<file path="src/rtl/dmem_arbiter.sv">
// ============================================================================
// Module   : dmem_arbiter
// Purpose  : Shares a single-port data memory between two requesters.
//            Port 0 is the CPU load/store path, port 1 the loader/debug path.
//            One transaction at a time: a one-cycle memory command, an
//            optional MEM_LAT-cycle wait for read data, then a one-cycle ack
//            to the winning requester with the captured read data.
// Ports    : clk, rst                      - clock, synchronous active-high reset
//            req0/we0/addr0/wdata0         - port 0 request (held until ack0)
//            ack0/rdata0                   - port 0 completion pulse / read data
//            req1/we1/addr1/wdata1         - port 1 request (held until ack1)
//            ack1/rdata1                   - port 1 completion pulse / read data
//            mem_en/mem_we/mem_addr/mem_wdata - memory command (qualify by mem_en)
//            mem_rdata                     - memory read data, MEM_LAT after mem_en
//            gnt                           - one-hot current owner, 0 when idle
//            busy                          - transaction in progress
// Options  : DMEM_ARB_RR_EN - when defined, simultaneous requests are resolved
//            round-robin; otherwise port 0 has fixed priority.
// Revision : 1.0 - initial release
// ============================================================================
`default_nettype none

module dmem_arbiter #(
   parameter int AW      = 32,
   parameter int DW      = 32,
   parameter int MEM_LAT = 1
) (
   input  logic          clk,
   input  logic          rst,
   input  logic          req0,
   input  logic          we0,
   input  logic [AW-1:0] addr0,
   input  logic [DW-1:0] wdata0,
   output logic          ack0,
   output logic [DW-1:0] rdata0,
   input  logic          req1,
   input  logic          we1,
   input  logic [AW-1:0] addr1,
   input  logic [DW-1:0] wdata1,
   output logic          ack1,
   output logic [DW-1:0] rdata1,
   output logic          mem_en,
   output logic          mem_we,
   output logic [AW-1:0] mem_addr,
   output logic [DW-1:0] mem_wdata,
   input  logic [DW-1:0] mem_rdata,
   output logic [1:0]    gnt,
   output logic          busy
);

   typedef enum logic [1:0] {
      S_IDLE  = 2'd0,
      S_ISSUE = 2'd1,
      S_WAIT  = 2'd2,
      S_ACK   = 2'd3
   } state_t;

   // Counter wide enough to hold MEM_LAT
   localparam int c_cw = (MEM_LAT > 1) ? $clog2(MEM_LAT + 1) : 1;
   localparam logic [c_cw-1:0] c_lat = c_cw'(MEM_LAT);
   localparam logic [c_cw-1:0] c_one = c_cw'(1);

   state_t          r_state;
   state_t          w_next;
   logic            r_owner;       // index of the port being served
   logic            r_last_grant;  // index of the most recent winner
   logic            r_we;
   logic [AW-1:0]   r_addr;
   logic [DW-1:0]   r_wdata;
   logic [c_cw-1:0] r_cnt;
   logic [DW-1:0]   r_rdata0;
   logic [DW-1:0]   r_rdata1;

   logic            w_any_req;
   logic            w_tie_winner;
   logic            w_winner;

   assign w_any_req = req0 | req1;

`ifdef DMEM_ARB_RR_EN
   // On a tie, the port that did not win last time goes next
   assign w_tie_winner = ~r_last_grant;
`else
   // Fixed priority: port 0 always wins a tie; last_grant is tracked but
   // has no influence on the decision in this build
   assign w_tie_winner = r_last_grant & 1'b0;
`endif

   // A lone request wins regardless of history
   assign w_winner = (req0 && req1) ? w_tie_winner : req1;

   // ------------------------------------------------------------------
   // State register
   // ------------------------------------------------------------------
   always_ff @(posedge clk) begin
      if (rst) begin
         r_state <= S_IDLE;
      end else begin
         r_state <= w_next;
      end
   end

   // ------------------------------------------------------------------
   // Next-state logic
   // ------------------------------------------------------------------
   always_comb begin
      w_next = r_state;
      case (r_state)
         S_IDLE:  if (w_any_req) w_next = S_ISSUE;
         S_ISSUE: w_next = r_we ? S_ACK : S_WAIT;
         // cnt==1 marks the cycle in which mem_rdata is valid
         S_WAIT:  if (r_cnt == c_one) w_next = S_ACK;
         S_ACK:   w_next = S_IDLE;
         default: w_next = S_IDLE;
      endcase
   end

   // ------------------------------------------------------------------
   // Request latch, wait counter and read-data capture
   // ------------------------------------------------------------------
   always_ff @(posedge clk) begin
      if (rst) begin
         r_owner      <= 1'b0;
         r_last_grant <= 1'b1;
         r_we         <= 1'b0;
         r_addr       <= '0;
         r_wdata      <= '0;
         r_cnt        <= '0;
         r_rdata0     <= '0;
         r_rdata1     <= '0;
      end else begin
         if (r_state == S_IDLE && w_any_req) begin
            r_owner      <= w_winner;
            r_last_grant <= w_winner;
            r_we         <= w_winner ? we1    : we0;
            r_addr       <= w_winner ? addr1  : addr0;
            r_wdata      <= w_winner ? wdata1 : wdata0;
         end

         if (r_state == S_ISSUE) begin
            r_cnt <= c_lat;
         end else if (r_state == S_WAIT) begin
            r_cnt <= r_cnt - c_one;
            if (r_cnt == c_one) begin
               if (r_owner) begin
                  r_rdata1 <= mem_rdata;
               end else begin
                  r_rdata0 <= mem_rdata;
               end
            end
         end
      end
   end

   // ------------------------------------------------------------------
   // Outputs (decoded from state; memory fields hold their last value)
   // ------------------------------------------------------------------
   assign mem_en    = (r_state == S_ISSUE);
   assign mem_we    = r_we;
   assign mem_addr  = r_addr;
   assign mem_wdata = r_wdata;

   assign busy   = (r_state != S_IDLE);
   assign gnt    = busy ? (r_owner ? 2'b10 : 2'b01) : 2'b00;
   assign ack0   = (r_state == S_ACK) && !r_owner;
   assign ack1   = (r_state == S_ACK) &&  r_owner;
   assign rdata0 = r_rdata0;
   assign rdata1 = r_rdata1;

endmodule

`default_nettype wire

</file>
<file path="config.mk">
export PLATFORM = sky130hd
export DESIGN_NAME = dmem_arbiter
export DESIGN_NICKNAME = d
export VERILOG_FILES = /design/src/rtl/dmem_arbiter.sv
export SDC_FILE = /design/constraint.sdc
export NUM_CORES = 1
export LEC_CHECK = 0
export CAP_MARGIN = 15
export CORE_ASPECT_RATIO = 2
export CORE_MARGIN = 3
export CORE_UTILIZATION = 35
export CTS_CLUSTER_DIAMETER = 200
export DETAILED_ROUTE_END_ITERATION = 10
export PLACE_DENSITY_LB_ADDON = 0.15
export SKIP_LAST_GASP = 1
export SYNTH_ARGS = -nofsm -noshare
export SYNTH_HDL_FRONTEND = slang
export SYNTH_SLANG_ARGS = --single-unit
</file>
<file path="constraint.sdc">
create_clock -name clk -period 1.4 [get_ports clk]
set_clock_uncertainty 0.05 [all_clocks]
set_input_delay 0.21 -clock clk [delete_from_list [all_inputs] [get_ports clk]]
set_output_delay 0.21 -clock clk [all_outputs]
set_load 0.03 [all_outputs]
</file>
* After elaboration in Yosys (flattened, before gate mapping)
Cells that the tools add are included.
** Storage, ports and cells
- Bits in registers :: 133
- Input port bits :: 166
** Cells by class
- Bitwise operators :: 3
- Add/sub/neg operators :: 1
- Reductions and logical operators :: 11
- Mux-type cells :: 12
- Eq/ne operators :: 5
** Operator list (number)
- 32-bit two-way mux :: 2
- 2-bit two-way mux :: 4
- 2-bit one-hot mux with 4 select lines :: 1
- 4-bit AND reduction :: 2
- 1-bit two-way mux :: 5
- 2-bit equality test, second input constant :: 2
- 1-bit logical AND :: 4
- 2-bit inequality test, second input constant :: 2
- 2-bit nonzero test :: 2
- 2-bit by 1-bit equality test with 1-bit output, second input constant :: 1
- 2-bit logical NOT :: 1
- 1-bit inverter :: 2
- 2-bit AND reduction :: 1
- 1-bit logical NOT :: 1
- 1-bit bitwise OR :: 1
- 1-bit subtractor, second input constant :: 1

* Longest topological paths before layout
Gate-level depths: netlist of the first run.
- Depth after elaboration :: 3
- Depth in mapped cells :: 8
- Mapped depth without buffers :: 5

* Worst setup path after synthesis of the first run
Ideal clock, no wire load.
- Path kind :: register to register
- From :: register r_state[1]
- To :: register r_rdata0[10], in the netlist rdata0[10]
- Required time :: 1.280 ns
- Clock period less this slack :: 1.651 ns
- Cell stages (with the launch flop) :: 8
- Slack :: -0.251 ns
- Arrival :: 1.531 ns
- Setup time :: 0.070 ns
- Path through :: dfxtp_1 inv_1 ha_1 nor4bb_1 buf_2 buf_2 nand2_1 a21oi_1
** Between the ends
- Longest elaborated chain between the ends :: 3
- Elaborated cells on any way between the ends :: 4
- Classes of those cells :: 2 x eq/ne; 1 x bitwise; 1 x reduce/logical
** Ends and longest elaborated chain
- start, declared :: RTL line 63 : state_t r_state;
- start signal, assigned :: RTL line 99 : r_state <= w_next;
- 2-bit by 1-bit equality test with 1-bit output
- net mem_en :: RTL line 42 : output logic mem_en,
- 1-bit inverter (no source line)
- 4-bit AND reduction (no source line)
- end signal, assigned :: RTL line 148 : r_rdata0 <= mem_rdata;
- end, declared :: RTL line 71 : logic [DW-1:0] r_rdata0;
The timed path passes the listed nets, and every way through them passes these cells.
A chain may end at the register's enable or synchronous reset.

* Worst setup path after layout of the first run
- From :: register r_state[0]
- To :: register r_rdata1[17], in the netlist rdata1[17]
** Between the ends
- Longest elaborated chain between the ends :: 3
- Elaborated cells on any way between the ends :: 4
- Classes of those cells :: 2 x eq/ne; 1 x bitwise; 1 x reduce/logical
** Ends and longest elaborated chain
- 2-bit by 1-bit equality test with 1-bit output :: RTL line 140 : if (r_state == S_ISSUE) begin
- 1-bit inverter (no source line)
- 4-bit AND reduction (no source line) *
- end signal, assigned :: RTL line 146 : r_rdata1 <= mem_rdata;
- end, declared :: RTL line 72 : logic [DW-1:0] r_rdata1;
Mark *: on every way between the ends. The rest lies on a longest branch, timed or not.

==> reports/metrics.csv, run 1 <==
stage,metric,value,unit
final_layout,drive_above_1_share,0.352,
routing,vias_per_cell,5.02,
critical_path,slowest_delay,0.39,ns
die,die_area,0.0169,sq mm
timing,slew_headroom,0.756,
grt,grt_max_degree,55,
timing,finalSetupViolCount,138,
cts,clk_transition_reported_paths,0.07,ns
worst_hold_path,holdPathEnd,mem_addr[14],
critical_path,crit_buf_inv,3,
cts,root_buffer,clkbuf_16,
die,num_io_pins,301,
critical_path,arrival,1.91,ns
grt,antenna_found_initial,2,
critical_path,crit_chain,buf_6 -> ha_4 -> and4b_4 -> buf_12 -> buf_16 -> nand2_2 -> a21oi_2,
die,initial_core_util,0.359,
grt,track_usage,0.248,
synth,netlist_instances,678,
cts,cts_buffer_depth,2,
routing,routedWlPerCell,17.5,um
outcome,failed_checks,setup timing,
timing,maxSlewViolCount,0,
synth,yosysWarningCount,0,
power,p_leak,0.00425,uW
synth,synthFlopType,dfxtp_1,
power,ir_worst_vdd,1190,uV
synth,yosysMostFrequentCell,nand2_1,
cts,numCtsBuffers,17,
routing,drtIter0Drc,132,
power,p_per_area,1710,mW/mm^2
final_layout,syn2layout_area_growth,97.9,%
placement,dp_hpwl,13400,um
die,die_h,181,um
flow_run,maxCapViolCount,0,
synth,async_flop_share,0,
timing,fin_ws,-0.225,ns
die,row_count,63,
critical_path,r2r-end,rdata1[17],
timing,fin_crit,1.63,ns
timing,tightest_slew,0.366,ns
critical_path,r2r_setup_slack,-0.23,ns
cts,cts_sinks,133,
synth,avgSynthCellArea,7.88,sq um
timing,hold_ws,0.315,ns
cts,cts_tree,yes,
timing,rsz0062_at_grt,yes,
synth,netlist_top_cells_count,"259 x nand2_1, 133 x dfxtp_1, 69 x nor2_1",
worst_hold_path,worstHoldPathCells,3,
synth,syn-num-nets,849,
critical_path,r2r_start,r_state[0],
die,coreArea,0.0149,sq mm
timing,fmax,615,MHz
synth,synth-seq-cells,133,
cts,htreeDepth,4,
routing,antenna_left,0,
routing,wl,21500,um
cts,clk_latency,0.40,ns
synth,syn_area,0.00534,sq mm
grt,first_global_vias,6215,
critical_path,crit_path_start_kind,register,
outcome,status,"complete, but fails checks",
critical_path,slowest_stage,and4b_4,
placement,port_buffers,300,
critical_path,ff2ff_path_depth,7,
critical_path,end_kind,register,
placement,place.gp.congestion,0.826,
timing,min_period_over_period,1.16,
timing,finalHoldViolations,0,
synth,synth_top_cell_area_share,0.498,
final_layout,final_cell_area,0.0106,sq mm
worst_hold_path,hold_class,in2reg,
synth,ys_types,25,
placement,dpl_cell_area,0.00884,sq mm
grt,grt_overflow_total,0,
timing,final.setup.tns,-17.17,ns
critical_path,critPathKind,reg2reg,
routing,drcViolationCount,0,
synth,synth_enable_flop_cells,0,
grt,grt_pass1_wl,32700,um
critical_path,required,1.69,ns
final_layout,layout.nets,1184,
critical_path,critPathTopFamily,simple AND/OR/NAND/NOR gates,
synth,synth_area_leaders,"dfxtp_1 50%, nand2_1 18%, a311oi_1 11%, a21oi_1 6.1%, nor2_1 4.8%",
routing,num_vias,6134,
die,die_w,93.4,um
synth,ys_seq_area_frac,0.498,
synth,synth_largest_area_cell,dfxtp_1,
critical_path,cp_max_fo,8,
routing,drt-pass1-iter-count,5,
worst_hold_path,worstHoldStart,addr1[14],
## layout make-up
cell class,count,area (sq um)
diodes,2,5.00
well taps,195,244
clock buffers,18,429
repair buffers,373,3960
fillers,1118,4320
flip-flops and latches,133,2670
multi-input cells,485,3080
inverters,3,16.3
clock inverters,14,165
## worst register-to-register path, stage by stage (launching register included)
cell	delay [ns]
dfxtp_4	0.35
buf_6	0.13
ha_4	0.17
and4b_4	0.39
buf_12	0.14
buf_16	0.13
nand2_2	0.07
a21oi_2	0.14
## logic make-up (layout without fill, tap and decap cells)
| group | Yosys count | count (layout) | synth area share |
|---|---|---|---|
| buffers and inverters | 62 | 408 | 0.0625 |
| and+or+nand+nor | 342 | 342 | 0.249 |
| AOI/OAI and AO/OA | 135 | 137 | 0.176 |
| adders and majority gates | 5 | 5 | 0.0117 |
| muxes | 1 | 1 | 0.00187 |
| other | 0 | 2 | 0 |
| DFF | 133 | 133 | 0.498 |
## routing by layer
layer | track usage | wire, um | vias up | share of wire
met5 | 0 | 0 | - | 0
met1 | 0.243 | 6950 | 2884 | 0.32
met2 | 0.484 | 12400 | 231 | 0.58
li1 | - | - | 2976 | -
met3 | 0.0604 | 1300 | 43 | 0.061
met4 | 0.0834 | 771 | 0 | 0.036
## worst max path at each step
| stage | endpoint | start | depth (start not counted) |
|---|---|---|---|
| floorplan | rdata0[10] | r_state[1] | 7 |
| global placement | mem_addr[24] | req0 | 5 |
| detailed placement | mem_wdata[25] | req0 | 5 |
| CTS | gnt[1] | r_state[1] | 5 |
| global route | rdata0[29] | r_state[0] | 7 |
| finish | rdata1[17] | r_state[0] | 7 |
## cell usage in the layout (no fill, tap or decap), drive strengths merged, types with 4 or more instances in the layout
master	count
a311oi	65
ha	5
buf	87
nand2	259
clkdlybuf4s50	162
nor2	69
inv	11
clkdlybuf4s15	68
dlygate4sd2	4
a21oi	65
clkbuf	69
dfxtp	133
## stage by stage
step | power [uW] | cells | setup WS (ns) | utilization
finish | 18100 | 1223 | -0.225 | 0.710
global route | 18900 | 1223 | -0.285 | 0.710
CTS | 18100 | 1222 | -0.269 | 0.706
detailed placement | 11600 | 1151 | -0.340 | 0.593
global placement | 11500 | 1151 | -0.263 | 0.593
floorplan | 8820 | 678 | -0.0244 | -
## state kept, by name, summed over array words and instances (netlist names)
register and count:
mem_wdata 32, mem_addr 32, rdata1 32, mem_we 1, r_cnt 1, r_state 2, rdata0 32, r_owner 1
## what timing repair did
action                     4_1_cts  5_1_grt
setup buffers                   19        6
setup endpoints to repair      255      193
hold endpoints to repair         1        0
pin swaps                       34       71
gates cloned                    19        0
resized for setup              387      166
hold buffers                     1        0
## report_power, final
part	switching, uW	leakage, uW	total (uW)	internal (uW)
clock	1840	0.000284	4530	2690
combinational	4330	0.00287	8580	4250
sequential	457	0.00109	4980	4520
Note: power is estimated with default switching activity, not from simulation.
==> run 2: changes to the inputs <==
SKIP_CTS_REPAIR_TIMING = 1   (was not set)
SLEW_MARGIN = 25   (was not set)
==> run 2 against run 1 <==
The run still ends with setup timing left. Count of clock-buffer cells in the layout unchanged. Worst hold slack got worse by 0.30 ns. Sequential power about the same. Non-clock buffer count decreased by 9. First-iteration DRC count increased by 29%. Sequential cell count unchanged. Highest routed layer unchanged.
==> reports/metrics.csv, run 2 (synthesis results as in run 1) <==
stage,metric,value,unit,change
final_layout,drive_above_1_share,0.188,,-0.164
cts,numCtsBuffers,17,,unchanged
outcome,status,"complete, but fails checks",,
critical_path,slowest_stage,dfxtp_4,,
final_layout,layout.cells.non_filler,1214,,-0.74%
critical_path,arrival,1.92,ns,about the same
power,ir_worst_vdd,1150,uV,-3.2%
power,p_sw,6280,uW,-5.3%
timing,maxSlewViolCount,0,,unchanged
cts,root_buffer,clkbuf_16,,
cts,cts_sinks,133,,unchanged
die,die_w,93.4,um,unchanged
timing,finalHoldViolations,0,,unchanged
routing,drt-pass1-iter-count,4,,-1
timing,slew_headroom,0.736,,-0.0201
critical_path,path_depth,7,,unchanged
timing,tightest_slew,0.396,ns,+0.0295 ns
routing,drcViolationCount,0,,unchanged
power,p_int,11200,uW,-2.6%
critical_path,end_kind,register,,
placement,port_buffers,300,,unchanged
die,row_count,63,,unchanged
final_layout,syn2layout_area_growth,98.6,%,
routing,drtIter0Drc,170,,+29%
timing,min_period_over_period,1.18,,+0.0173
critical_path,slowest_delay,0.36,ns,-0.03 ns
critical_path,cp_max_fo,6,,-2
critical_path,ff2ff_path_depth,7,,unchanged
routing,wl,21700,um,+1.4%
worst_hold_path,worstHoldStart,rst,,
die,die_h,181,um,unchanged
routing,routedWlPerCell,17.9,um,+2.1%
cts,cts_tree,yes,,
outcome,failed_checks,setup timing,,
critical_path,critPathTopFamily,buffers and inverters,,
power,p_per_area,1640,mW/mm^2,-3.9%
die,die_area,0.0169,sq mm,unchanged
routing,vias_per_cell,5.01,,about the same
flow_run,maxCapViolCount,0,,unchanged
cts,clk_latency,0.40,ns,about the same
routing,num_vias,6086,,-0.78%
critical_path,crit_path_start_kind,register,,
die,initial_core_util,0.359,,unchanged
grt,antenna_found_initial,2,,unchanged
grt,grt_max_degree,55,,unchanged
power,power.share.combinational,0.457,,-0.017
worst_hold_path,worstHoldPathCells,2,,-1
cts,cts_buffer_depth,2,,unchanged
power,share_seq_of_total_power,0.284,,+0.009
worst_hold_path,hold_class,in2reg,,
final_layout,nFillCells,1114,,-0.36%
timing,finalSetupViolCount,137,,-0.72%
grt,first_global_vias,5567,,-10%
critical_path,r2r_start,r_state[0],,
power,sw_frac_of_total,0.360,,-0.00663
timing,rsz0062_at_grt,yes,,
final_layout,layout_commonest_cell,nand2_1,,
placement,place.gp.congestion,0.826,,unchanged
placement,dp.cells,1151,,unchanged
critical_path,required,1.67,ns,-0.02 ns
critical_path,crit_buf_inv,3,,unchanged
placement,dp_hpwl,13400,um,unchanged
cts,clk_transition_reported_paths,0.06,ns,about the same
grt,track_usage,0.212,,-0.0360
timing,hold_ws,0.0153,ns,-0.300 ns
cts,htreeDepth,4,,unchanged
critical_path,crit_start,r_state[0],,
power,p_leak,0.00589,uW,+39%
power,power.share.clock,0.259,,+0.009
die,coreArea,0.0149,sq mm,unchanged
grt,grt_overflow_total,0,,unchanged
final_layout,layout.nets,1175,,-0.76%
final_layout,final_cell_mix,"239 x nand2_1, 162 x clkdlybuf4s50_1, 131 x dfxtp_1",,
critical_path,crit_chain,buf_4 -> ha_4 -> nor4bb_4 -> buf_6 -> buf_8 -> nand2_1 -> a21oi_1,,
grt,grt_pass1_wl,28200,um,-14%
die,num_io_pins,301,,unchanged
critical_path,critPathKind,reg2reg,,
timing,fmax,606,MHz,-1.5%
timing,fin_crit,1.65,ns,+0.0242 ns
routing,antenna_left,0,,unchanged
timing,fin_ws,-0.249,ns,-0.0242 ns
run 2: cell type report:
class	count	area, sq um	share of cell area
Sequential cell	133	2670	0.252
Inverter	3	16.3	0.00153
Antenna cell	2	5.00	0.000472
Multi-Input combinational cell	485	2740	0.258
Timing Repair Buffer	364	4350	0.410
Clock buffer	18	429	0.0404
Tap cell	195	244	0.0230
Clock inverter	14	165	0.0156
run 2: path summary, 6_finish.rpt:
path                      to  slack (ns)
hold / removal    r_state[0]        0.02
setup reg to reg  rdata0[31]       -0.25
hold reg to reg    rdata1[8]        0.40
setup / recovery  rdata0[31]       -0.25
run 2: routing by layer:
layer,global-route usage,up-vias,wire length (um)
met4,0.0658,0,558
met5,0,-,0
met3,0.0617,32,1380
met2,0.400,250,12700
li1,-,2952,-
met1,0.216,2852,7140
run 2: stage by stage:
step / power (uW) / worst slack (ns) / instance area [sq um] / TNS (ns) / utilization
floorplan: 8820 / -0.0244 / 5520 / -1.53 / -
global placement: 11500 / -0.263 / 8840 / -16.63 / 0.593
detailed placement: 11600 / -0.340 / 8840 / -20.85 / 0.593
CTS: 16200 / -0.359 / 9430 / -46.40 / 0.633
global route: 18200 / -0.319 / 10600 / -27.93 / 0.712
finish: 17400 / -0.249 / 10600 / -18.68 / 0.712
run 2: power by group through the flow:
stage               Combinational, uW  Sequential (uW)  Clock [uW]
floorplan                        2540             6270           0
finish                           7970             4950        4520
CTS                              6560             4980        4620
global placement                 6510             5020           0
global route                     8410             5050        4750
detailed placement               6540             5060           0
